[config.mk]
export PLATFORM = sky130hd
export DESIGN_NAME = smult_ctrl
export DESIGN_NICKNAME = d
export VERILOG_FILES = /design/src/rtl/smult_ctrl.sv
export SDC_FILE = /design/constraint.sdc
export NUM_CORES = 1
export LEC_CHECK = 0
export ABC_AREA = 1
export CORE_UTILIZATION = 29
export DETAILED_ROUTE_END_ITERATION = 12
export DONT_BUFFER_PORTS = 1
export HOLD_SLACK_MARGIN = 0.12
export PLACE_DENSITY = 0.53
export SETUP_SLACK_MARGIN = 0.2
export SLEW_MARGIN = 20
export SYNTH_ARGS = -nofsm -noshare
export SYNTH_HDL_FRONTEND = slang
export SYNTH_SLANG_ARGS = --single-unit
[constraint.sdc]
create_clock -name clk -period 3.55 [get_ports clk]
set_clock_uncertainty 0.2 [all_clocks]
set_input_delay 0.355 -clock clk [delete_from_list [all_inputs] [get_ports clk]]
set_output_delay 0.355 -clock clk [all_outputs]
set_load 0.005 [all_outputs]
[src/rtl/smult_ctrl.sv]
// Purpose : signed 8x8 front end for the unsigned shift-add multiplier (magnitudes in, sign applied on the way out).
// Latency : accept edge to res_valid = 2 + bitlen(mult_mp) cycles (2..10); 1 + TIMEOUT cycles on a timeout abort.
// Backpress: one operation in flight; in_ready only in IDLE, and the result is held in DONE until res_ready.
//
// Ports:
//   clk, rst_n                  clock, async active-low reset
//   in_valid/in_ready/in_a/in_b signed operand pair, valid/ready
//   res_valid/res_ready         result handshake; res_product is the 16-bit signed product
//   err                         sticky timeout flag, cleared by reset or the next accepted pair
//   busy                        high outside IDLE
//   mult_load/mult_mc/mult_mp   drive the multiplier's load_Initial, inMC, inMP
//   mult_zero/mult_product      the multiplier's zeroFlag and unsigned product
module smult_ctrl #(
    parameter int SWAP_EN = 1,
    parameter int TIMEOUT = 12
) (
    input  logic        clk,
    input  logic        rst_n,
    input  logic        in_valid,
    output logic        in_ready,
    input  logic [7:0]  in_a,
    input  logic [7:0]  in_b,
    output logic        res_valid,
    input  logic        res_ready,
    output logic [15:0] res_product,
    output logic        err,
    output logic        busy,
    output logic        mult_load,
    output logic [7:0]  mult_mc,
    output logic [7:0]  mult_mp,
    input  logic        mult_zero,
    input  logic [15:0] mult_product
);

    localparam int CW = $clog2(TIMEOUT + 1);
    localparam logic [CW-1:0] CNT_LAST = CW'(TIMEOUT - 1);

    typedef enum logic [1:0] {
        IDLE = 2'd0,
        LOAD = 2'd1,
        RUN  = 2'd2,
        DONE = 2'd3
    } state_t;

    state_t        state;
    logic          neg;
    logic [CW-1:0] cnt;

    // Magnitudes of the incoming operands; -128 maps to 8'h80 = 128.
    logic [7:0] ma, mb;
    logic       swap;

    always_comb begin
        ma   = in_a[7] ? (~in_a + 8'd1) : in_a;
        mb   = in_b[7] ? (~in_b + 8'd1) : in_b;
        // Smaller magnitude on MP means fewer shifts before the zero flag.
        swap = (SWAP_EN != 0) && (ma < mb);
    end

    always_ff @(posedge clk or negedge rst_n) begin
        if (!rst_n) begin
            state       <= IDLE;
            in_ready    <= 1'b1;
            res_valid   <= 1'b0;
            res_product <= 16'd0;
            err         <= 1'b0;
            busy        <= 1'b0;
            mult_load   <= 1'b0;
            mult_mc     <= 8'd0;
            mult_mp     <= 8'd0;
            neg         <= 1'b0;
            cnt         <= '0;
        end else begin
            case (state)
                IDLE: begin
                    if (in_valid) begin
                        state     <= LOAD;
                        in_ready  <= 1'b0;
                        busy      <= 1'b1;
                        mult_load <= 1'b1;
                        err       <= 1'b0;
                        neg       <= in_a[7] ^ in_b[7];
                        mult_mc   <= swap ? mb : ma;
                        mult_mp   <= swap ? ma : mb;
                    end
                end
                LOAD: begin
                    // mult_zero still reflects the previous shift register here.
                    state     <= RUN;
                    mult_load <= 1'b0;
                    cnt       <= '0;
                end
                RUN: begin
                    if (mult_zero) begin
                        // Guard keeps a zero product from being negated.
                        res_product <= (neg && (mult_product != 16'd0)) ?
                                       (~mult_product + 16'd1) : mult_product;
                        res_valid   <= 1'b1;
                        state       <= DONE;
                    end else if (cnt == CNT_LAST) begin
                        err         <= 1'b1;
                        res_product <= 16'd0;
                        res_valid   <= 1'b1;
                        state       <= DONE;
                    end else begin
                        cnt <= cnt + 1'b1;
                    end
                end
                DONE: begin
                    // A pending in_valid waits until IDLE, one cycle after this handshake.
                    if (res_ready) begin
                        res_valid <= 1'b0;
                        in_ready  <= 1'b1;
                        busy      <= 1'b0;
                        state     <= IDLE;
                    end
                end
                default: state <= IDLE;
            endcase
        end
    end

endmodule

# [Word level (Yosys, flattened, before mapping)]
# Cells that the tools add are included.
[totals] register_bits=44 latchBits=0 mem_bits_rw=0 romBits=0 inputBits=37 output_inout_bits=37 wordCells=74 memories=0
[op_classes] add_sub_neg=4 n_mul=0 div_mod_pow=0 magnitude_cmp=1 n_eq_ne=10 n_shift=0 n_mux=27 n_bitwise=4 n_reduce_logical=17
[ops] cell="two-way mux 16 bit" n=3
[ops] cell="two-way mux 8 bit" n=4
[ops] cell="adder 16 x 1 -> 16 bit (second input constant)" n=1
[ops] cell="adder 8 x 1 -> 8 bit (second input constant)" n=2
[ops] cell="inverter 16 bit" n=1
[ops] cell="inverter 8 bit" n=2
[ops] cell="nonzero test 16 bit" n=1
[ops] cell="AND reduction 3 bit" n=4
[ops] cell="nonzero test 2 bit" n=6
[ops] cell="!= test 2 bit (second input constant)" n=5
[ops] cell="one-hot mux 1 bit (2 select lines)" n=5
[ops] cell="< comparator 8 bit" n=1
[ops] cell="two-way mux 2 bit" n=4
[ops] cell="two-way mux 4 bit" n=2
[ops] cell="one-hot mux 2 bit (4 select lines)" n=1
[ops] cell="one-hot mux 4 bit (2 select lines)" n=1
[ops] cell="two-way mux 1 bit" n=7
[ops] cell="AND reduction 2 bit" n=3
[ops] cell="adder 4 x 1 -> 4 bit (second input constant)" n=1
[ops] cell="equality test 2 bit (second input constant)" n=2
[ops] cell="equality test 4 bit (second input constant)" n=1
[ops] cell="AND reduction 4 bit" n=1
[ops] cell="!= test 3 bit (second input constant)" n=1
[ops] cell="equality test 2 x 1 -> 1 bit (second input constant)" n=1
[ops] cell="other kinds (3)" n=3

# [Longest topological paths before layout]
# Gate-level depths: netlist (run 1).
[logic_depth] depth_word=5 mapped_depth=18 ltp_nobuf=17

# [Worst setup path after synthesis (run 1)]
# OpenSTA, ideal clock, no wires.
[synth_path] path_kind="input to register" from="in in_a[0]" to="reg mult_mc[4]" setup_time_ns=0.118 arrival_ns=2.070 required_time_ns=3.232 slack_ns=1.162 path_stages=15 path_buffers=1 cell_sequence="inv_2 ha_1 or2_2 o21ai_0 inv_1 ha_1 nand2_1 nand2_1 nand2_1 nand2_1 nand2_4 buf_4 nand3_1 nand3_1 nand2_1"
[synth_between] elab_chain_len=5
[synth_lines] element="from (decl)" line_no="21" text="input logic [7:0] in_a,"
[synth_lines] element="inverter 8 bit" line_no="54" text="ma = in_a[7] ? (~in_a + 8'd1) : in_a;"
[synth_lines] element="adder 8 x 1 -> 8 bit" line_no="54"
[synth_lines] element="two-way mux 8 bit *" line_no="54"
[synth_lines] element="< comparator 8 bit" line_no="57" text="swap = (SWAP_EN != 0) && (ma < mb);"
[synth_lines] element="two-way mux 8 bit *" line_no="83" text="mult_mc <= swap ? mb : ma;"
[synth_lines] element="to (signal assigned)" line_no="83"
[synth_lines] element="to (decl)" line_no="29" text="output logic [7:0] mult_mc,"
# Every way passes the cells marked *; elsewhere a longest branch is shown, timed or not.
# A chain may end at the register's enable or synchronous reset.

# [Final worst setup path (run 1)]
[layout_path] from="in in_a[0]" to="reg mult_mp[6]"
[layout_between] elab_chain_len=5
[layout_lines] element="inverter 8 bit" line_no="54"
[layout_lines] element="adder 8 x 1 -> 8 bit" line_no="54"
[layout_lines] element="two-way mux 8 bit *" line_no="54"
[layout_lines] element="< comparator 8 bit" line_no="57"
[layout_lines] element="two-way mux 8 bit *" line_no="84" text="mult_mp <= swap ? ma : mb;"
[layout_lines] element="to (signal assigned)" line_no="84"
[layout_lines] element="to (decl)" line_no="30" text="output logic [7:0] mult_mp,"
# Marked as above.

==> summary by stage, run 1 <==
Synth
The cell count after synthesis came out at 456. For this run, asynchronously set or reset flops after synthesis account for 100.0%. In this run, synthesis produced a sequential element count of 44.

The count of unique library cells instantiated by Yosys is 35. The post-synthesis cell area is 3171 um2. Averaged over all synthesized cells, the footprint is about 7 um2. Among all flip-flop cells after synthesis, the most frequent one is dfrtp_1. For this run, the number of Yosys warnings is 0.

The total nets after synthesis is 508. The sequential fraction of the synthesis area is 34.77%. The number of synthesized flops with an enable pin is 0.

Global routing
The number of global-route vias before repair is 2777. Global routing used 14.42% of the available tracks across all layers. The wire length of the first global-routing pass is roughly 13000 um. The number of antenna violations at the first check in global routing came to 0. Entering global routing, the biggest net connects 45 pins. After global routing the overflow that remains totals 0.

Timing
The fraction of the cycle the final worst path needs is 69.03%. The final-report max-slew violation count is 0. The clock period minus worst slack is about 2.5 ns.

At the pin with the least slew margin, the transition time is between 0.6 and 0.7 ns. Setup repair after global routing left no endpoint under its margin. The number of hold violations in the final report came to 0.

The setup TNS is 0 ns. The setup violation total in the final timing report is 0. The worst slew margin relative to its limit is 58.22%. The fmax is around 400 MHz.

Clock network
The clock passes through at most 2 buffers. The tree is rooted in a clkbuf_8. In this run, CTS created clock tree buffers numbering 5. The number of clock sinks is 44.

Clock latency on the worst-skew pair, taken at its later pin, is 0.30 ns. In this run the number of H-tree levels came out at 2. TritonCTS built the clock tree. After clock tree synthesis, the clock-pin slew on the worst setup and hold paths is 0.09 ns. The post-cts sizing count is 0.

Hold path
The worst min-delay path category is in -> reg.

Floorplanning
Once the floorplan was initialized, standard cells occupied 30.30% of the core. The initialized floorplan defines 37 standard-cell rows. The number of top-level pins is 74. The region available for standard cell placement spans 10460 um2.

The die covers 11360 um2. The width of the die is between 100 and 150 um. In this run the vertical extent of the chip is 106.6 um.

Layout
The final-stage net count is 521. The library cell used most frequently in the layout, excluding fill and tap cells, is nand2_1. After routing the design area is 3587 um2. Of the cells placed in the final design, the portion with a size suffix greater than 1 is 7.234%. The number of diodes is 0. In the layout the commonest cells are nand2_1, nand3_1, inv_1.

Compared with the post-synthesis result, the final layout area differs by 13.14%.

Setup path
By startpoint and endpoint, the worst setup path is classified as in -> reg. The worst setup path is captured at a flip-flop. Data on the critical path is required at its endpoint by between 3 and 4 ns. The worst setup path is launched from an input port. The worst endpoint data arrival time is 2.49 ns. Along the worst path, the maximum fanout reaches 17.

Place
Input and output buffers added on the ports amount to 0. The placed instances occupy a cell area of 3237 um2. The half-perimeter wire length of the detailed placement result is 5856 um.

At the end of routability-driven placement, the weighted congestion stood at 0.8252.

Power
The worst-case vdd ir drop is between 0.2 and 0.25 mV. In this run the power density over the cells is 610.3 nW/um2. The static leakage power is between 1.5 and 2 nW.

Detailed routing
Across all layers, the routed design uses 2894 vias. The first detailed-routing pass ran for 4 iterations. In this run the remaining antenna-violating nets after routing total 0. The routed length per instance is 13.13 um. The count of routing violations after the opening detailed-route iteration is 178. The final layout contains routed wiring with a total length of 7959 um. The DRC violation count after routing is 0. After detailed routing, the number of vias per cell comes to 4.776.

Outcome
The run finished with clean final reports.

Flow run
Across the run, the number of max-cap violations was 0.
timing repair:
item,in CTS,in global routing
hold buffers,21,0
setup buffers,0,0
endpoints found under the hold margin,62,0
kinds of logic (layout without fill, tap and decap cells):
group,Yosys count,in the layout,synth area share [%]
adder cells (fa/ha/maj),15,15,5.919
buffers and inverters,79,93,10.97
flip-flops,44,44,34.77
AND/OR/NAND/NOR,286,286,41.95
multiplexers,2,2,0.6314
AO/OA/AOI/OAI,26,26,4.657
XOR/XNOR,4,4,1.105
layer usage:
| layer | track usage, % | share of wire (%) | up-vias |
|---|---|---|---|
| met4 | 4.795 | 1.5 | 0 |
| li1 | - | - | 1485 |
| met5 | 0 | 0 | - |
| met3 | 2.575 | 5.7 | 8 |
| met1 | 18.15 | 46 | 1322 |
| met2 | 24.70 | 47 | 79 |
through the flow:
step                      instances  hold WS [ns]  total power [W]  worst slack, ns  utilization (%)
final                           606        0.1261         0.002189            1.099            34.29
after CTS                       606        0.1203         0.002227            1.113            34.27
after global routing            606        0.1507         0.002398           0.8352            34.29
after detailed placement        577       -0.1393         0.001754           0.7882            30.94
after floorplan                 456       -0.1406         0.001576            1.162                -
after global placement          577       -0.1396         0.001732           0.8712            30.94
area by class of cell:
cell class,instances,area [um2]
fillers,1123,6875
flip-flops and latches,44,1104
clock buffers,6,82.58
clock inverters,2,38.79
inverters,63,236.5
multi-input cells,333,1720
repair buffers,22,235.2
well taps,136,170.2
worst max-delay path: stages:
cell and delay [ns]:
inv_2 0.09, ha_1 0.15, inv_1 0.04, nor2_1 0.14
nand3_1 0.12, nand3_1 0.08, nand2_1 0.08, ha_1 0.30
nand2_1 0.09, o21a_1 0.52, nand2_4 0.21, nand2_1 0.11
nand3_1 0.10, nand2_1 0.08
synth_stat cells, types with 8 or more instances:
cell	n	area [um2]
a21oi_1	9	45.04
buf_2	8	40.04
dfrtp_1	43	1076
ha_1	15	187.7
inv_1	60	225.2
nand2_1	149	559.3
nand3_1	69	345.3
nand3_2	9	90.09
nand4_1	15	93.84
nor2_1	27	101.4
o21ai_0	10	50.05
registers in the layout (all words and copies together), names as in the netlist:
name / flops
res_valid: 1
err: 1
in_ready: 1
mult_mp: 8
neg: 1
mult_mc: 8
mult_load: 1
busy: 1
cnt: 4
res_product: 16
state: 2
power by group:
group          switching (W)  leakage [nW]  internal (W)
Combinational       0.000467          1.30      0.000326
Sequential          0.000242         0.546      0.000737
Clock               0.000187        0.0614      0.000230
Total               0.000896          1.91       0.00129
final timing paths:
kind	start	slack, ns	to	depth (start not counted)
min in group asynchronous	rst_n	0.35	res_product[14]	2
min reg2reg	res_product[13]	0.31	res_product[13]	2
max reg2reg	state[0]	1.23	res_product[0]	6
max in group asynchronous	rst_n	2.53	in_ready	2
max	in_a[0]	1.10	mult_mp[6]	14
min	in_a[0]	0.13	mult_mc[0]	4
Power figures use the tool's default switching activity.
==> inputs of run 2 (changes only) <==
- PLACE_DENSITY: 0.53 -> 0.54
- clock period: 3.55 -> 2.19 ns (I/O delays scaled with it)
==> summary by stage, run 2 (same netlist as run 1, synthesis figures left out) <==
Hold path
The startpoint of the most critical hold path was in_b[2] (was in_a[0]). The worst min-delay path category is in -> reg (unchanged). The hold path endpoint is mult_mc[2] (was mult_mc[0]). The cell count of the worst hold path was 5 (was 4).

Global routing
The number of global-route vias before repair is 2935 (was 2777). The global router's overall resource usage is 14.62% (was 14.42%). The wire length of the first global-routing pass was 13450 um (was 13240 um). The maximum number of pins on one net before global-route repair was 45 (unchanged). The total grt overflow is 0 (unchanged). The number of antenna violations at the first check in global routing came to 0 (unchanged).

Layout
The final-stage net count is 555 (was 521). The final design area excluding fillers came to 4040 um2 (was 3587 um2). The number of diodes is 0 (unchanged).

The most common library cell in the layout ignoring fill and taps is nand2_1 (unchanged). The fraction of layout cells with a size suffix above 1 is 15.28% (was 7.234%). Biggest regs: res_product: 16 flops, mult_mc: 8 flops, mult_mp: 8 flops (unchanged). The number of filler cells placed in the layout is 1101 (was 1123).

The final standard cell count with taps included and fillers excluded came to 640 (was 606). Commonest cells after routing, fill and taps aside: nand2_1, nand3_1, inv_1 (unchanged). The largest register by flop count is res_product (unchanged). The flip-flop count of the largest register after layout came to 16 (unchanged). The layout overhead on the synthesized area is 27.43% (was 13.14%).

Setup path
Cell chain of the critical path: dlygate4sd3_1 > nand2_1 > nand2_1 > inv_2 > ha_4 > nand2_1 > inv_1 > nand2_1 > nand2_2 > nand2_8 > buf_4 > nand3_1 > nand3_1 > nand2_1 (was inv_2 > ha_1 > inv_1 > nor2_1 > nand3_1 > nand3_1 > nand2_1 > ha_1 > nand2_1 > o21a_1 > nand2_4 > nand2_1 > nand3_1 > nand2_1). The critical path launch point is in_b[3] (was in_a[0]). The worst setup slack for register-to-register paths came to 0.46 ns (was 1.23 ns). The worst stage delay on the critical path is 0.54 ns (was 0.52 ns). The data required time at the worst endpoint was 2.18 ns (was 3.59 ns). The depth of the worst register-to-register path is 6 (unchanged). The classification of the worst setup path is in -> reg (unchanged).

The cell at the slowest stage of the critical path is dlygate4sd3_1 (was o21a_1). The worst endpoint data arrival time was 1.89 ns (was 2.49 ns). The library cell appearing most often on the critical path is nand2_1 (unchanged). The endpoint of the worst register-to-register path is mult_load (was res_product[0]). The startpoint type of the worst setup path is an input port (unchanged). The kind of end point of the critical path is a flip-flop (unchanged). The startpoint of the lowest-slack register-to-register path is state[0] (unchanged). The largest fanout on the critical path was 6 (was 17).

Detailed routing
The total wire length after detailed routing is 8278 um (was 7959 um). The via total after detailed routing is 3048 (was 2894). The routed length per instance is 12.93 um (was 13.13 um).

The count of routing violations after the opening detailed-route iteration is 160 (was 178). The final antenna-violating net count is 0 (unchanged). The detailed-routing iteration count for the pre-antenna-repair pass is 4 (unchanged). The DRC violation count after routing came to 0 (unchanged). The detailed-route vias per instance came to 4.763 (was 4.776).

Timing
The transition time at the pin with the least slew margin is 0.5159 ns (was 0.6251 ns). The final critical path takes up 86.83% of the cycle. Unrepaired setup endpoints after global routing: true (was false). The worst slew margin relative to its limit is 65.61% (was 58.22%). The setup violation total in the final timing report is 0 (unchanged).

The clock period minus worst slack is 1.902 ns. The final-report max-slew violation count is 0 (unchanged). The fmax is 525.9 MHz. The minimum setup slack in the final design is 0.2883 ns (was 1.099 ns). The setup TNS was 0 ns (unchanged). The number of hold violations in the final report came to 0 (unchanged).

Power
The net switching power is 0.001498 W (was 0.0008960 W). The proportion of power drawn by flip-flops and latches is 42.2% (was 44.7%). The switching portion of total power is 40.80% (was 40.92%). The clock group share of total power is 17.2% (was 19.0%). The relative contribution of combinational cells to total power is 40.6% (was 36.2%). The worst-case vdd ir drop is 0.3726 mV (was 0.2165 mV). The static leakage power is 2.093 nW (was 1.911 nW). The cell internal power dissipation was 0.002173 W (was 0.001293 W). The total power divided by cell area is 908.7 nW/um2 (was 610.3 nW/um2).

Place
The number of buffer cells added on primary ports is 0 (unchanged). The total placed cells including tap cells is 594 (was 577). The placer's final routability congestion estimate is 0.7922 (was 0.8252). The post-placement cell area is 3462 um2 (was 3237 um2). The half-perimeter wire length of the detailed placement result is 5994 um (was 5856 um).

The pre-CTS setup slack is 0.01697 ns (was 0.7882 ns).

Clock network
The clock latency of the later-clocked register in the worst-skew pair came to 0.31 ns (was 0.30 ns). The buffer cell driving the clock tree root is clkbuf_8 (unchanged). The number of clock sinks is 44 (unchanged).

The total clock buffers created by CTS is 5 (unchanged). The maximum number of buffers from clock root to sink is 2 (unchanged). The post-CTS clock slew at the launch and capture registers of the worst setup and hold paths is 0.08 ns (was 0.09 ns).

The TritonCTS clock tree was yes (unchanged). The number of levels the H-tree was split into was 2 (unchanged).

Floorplanning
The width of the die came to 106.6 um (unchanged). The total die area is 11360 um2 (unchanged). The initial standard-cell utilization of the core is 30.30% (unchanged).

The number of standard-cell rows in the floorplan is 37 (unchanged). The number of top-level pins is 74 (unchanged). The height of the chip is 106.6 um (unchanged). The floorplan core area is 10460 um2 (unchanged).

Outcome
Outcome: finished clean (unchanged).

Flow run
The max-capacitance violation count was 0 (unchanged).
-- run 2: cell count changes in the layout (fill, tap and decap cells not counted), moves of 3 or more --
cell           delta
buf_4            +17
dlygate4sd3_1     +9
buf_12            +4
inv_1             -4
nand3_1           -4
nand3_2           +4
ha_1              -3
nand2_8           +3
-- run 2: final cells by class --
type / count / area [um2] / area share [%]
sequential: 44 / 1102 / 27.28
tap: 136 / 170.2 / 4.212
clock inverter: 2 / 35.03 / 0.8671
multi-input combinational: 336 / 1854 / 45.90
clock buffer: 6 / 72.57 / 1.796
timing repair buffer: 53 / 544.3 / 13.47
inverter: 63 / 261.5 / 6.473
-- run 2: how the worst max path moves through the flow --
stage,end,slack [ns],depth (start not counted)
2_1_floorplan,mult_mp[4],0.14,16
3_3_place_gp,mult_mc[5],0.03,11
3_5_place_dp,mult_mp[0],0.02,14
4_1_cts,res_product[4],0.21,10
5_1_grt,mult_mp[6],0.18,14
6_report,mult_mp[6],0.29,14
-- run 2: routing by layer --
metal  track usage, %  part of all wire, %  vias to the layer above
li1                 -                    -                     1560
met1            17.82                   45                     1407
met2            25.25                   48                       75
met3            3.188                  5.6                        6
met4            4.990                  1.3                        0
met5                0                    0                        -
-- run 2: what timing repair did --
| action | in CTS | in global routing |
|---|---|---|
| hold buffers | 30 | 0 |
| resized for setup | 0 | 14 |
| setup endpoints to repair | 0 | 31 |
| hold endpoints to repair | 74 | 0 |
| buffers inserted | 0 | 5 |
-- run 2: metrics by stage --
| step | power (W) | util [%] | hold WS [ns] |
|---|---|---|---|
| 5_1_grt | 0.004033 | 38.62 | 0.1626 |
| 3_3_place_gp | 0.002912 | 33.09 | -0.2757 |
| 4_1_cts | 0.003681 | 37.16 | 0.1240 |
| 6_report | 0.003671 | 38.62 | 0.1312 |
| 3_5_place_dp | 0.002956 | 33.09 | -0.2756 |
| 2_1_floorplan | 0.002575 | - | -0.2766 |
-- run 2: worst max-delay path: cells and delay by family --
family	cells	cell delay (ns)
fa+ha+maj	1	0.21
buf+inv	4	0.81
simple gates	9	0.67
-- run 2: power by group through the flow --
| stage | logic, W | registers [W] | clock network (W) |
|---|---|---|---|
| final | 0.00149 | 0.00155 | 0.000633 |
| after global routing | 0.00174 | 0.00160 | 0.000691 |
| after CTS | 0.00146 | 0.00156 | 0.000656 |
| after detailed placement | 0.00138 | 0.00158 | 0 |
| after global placement | 0.00135 | 0.00156 | 0 |
| after floorplan | 0.00115 | 0.00143 | 0 |
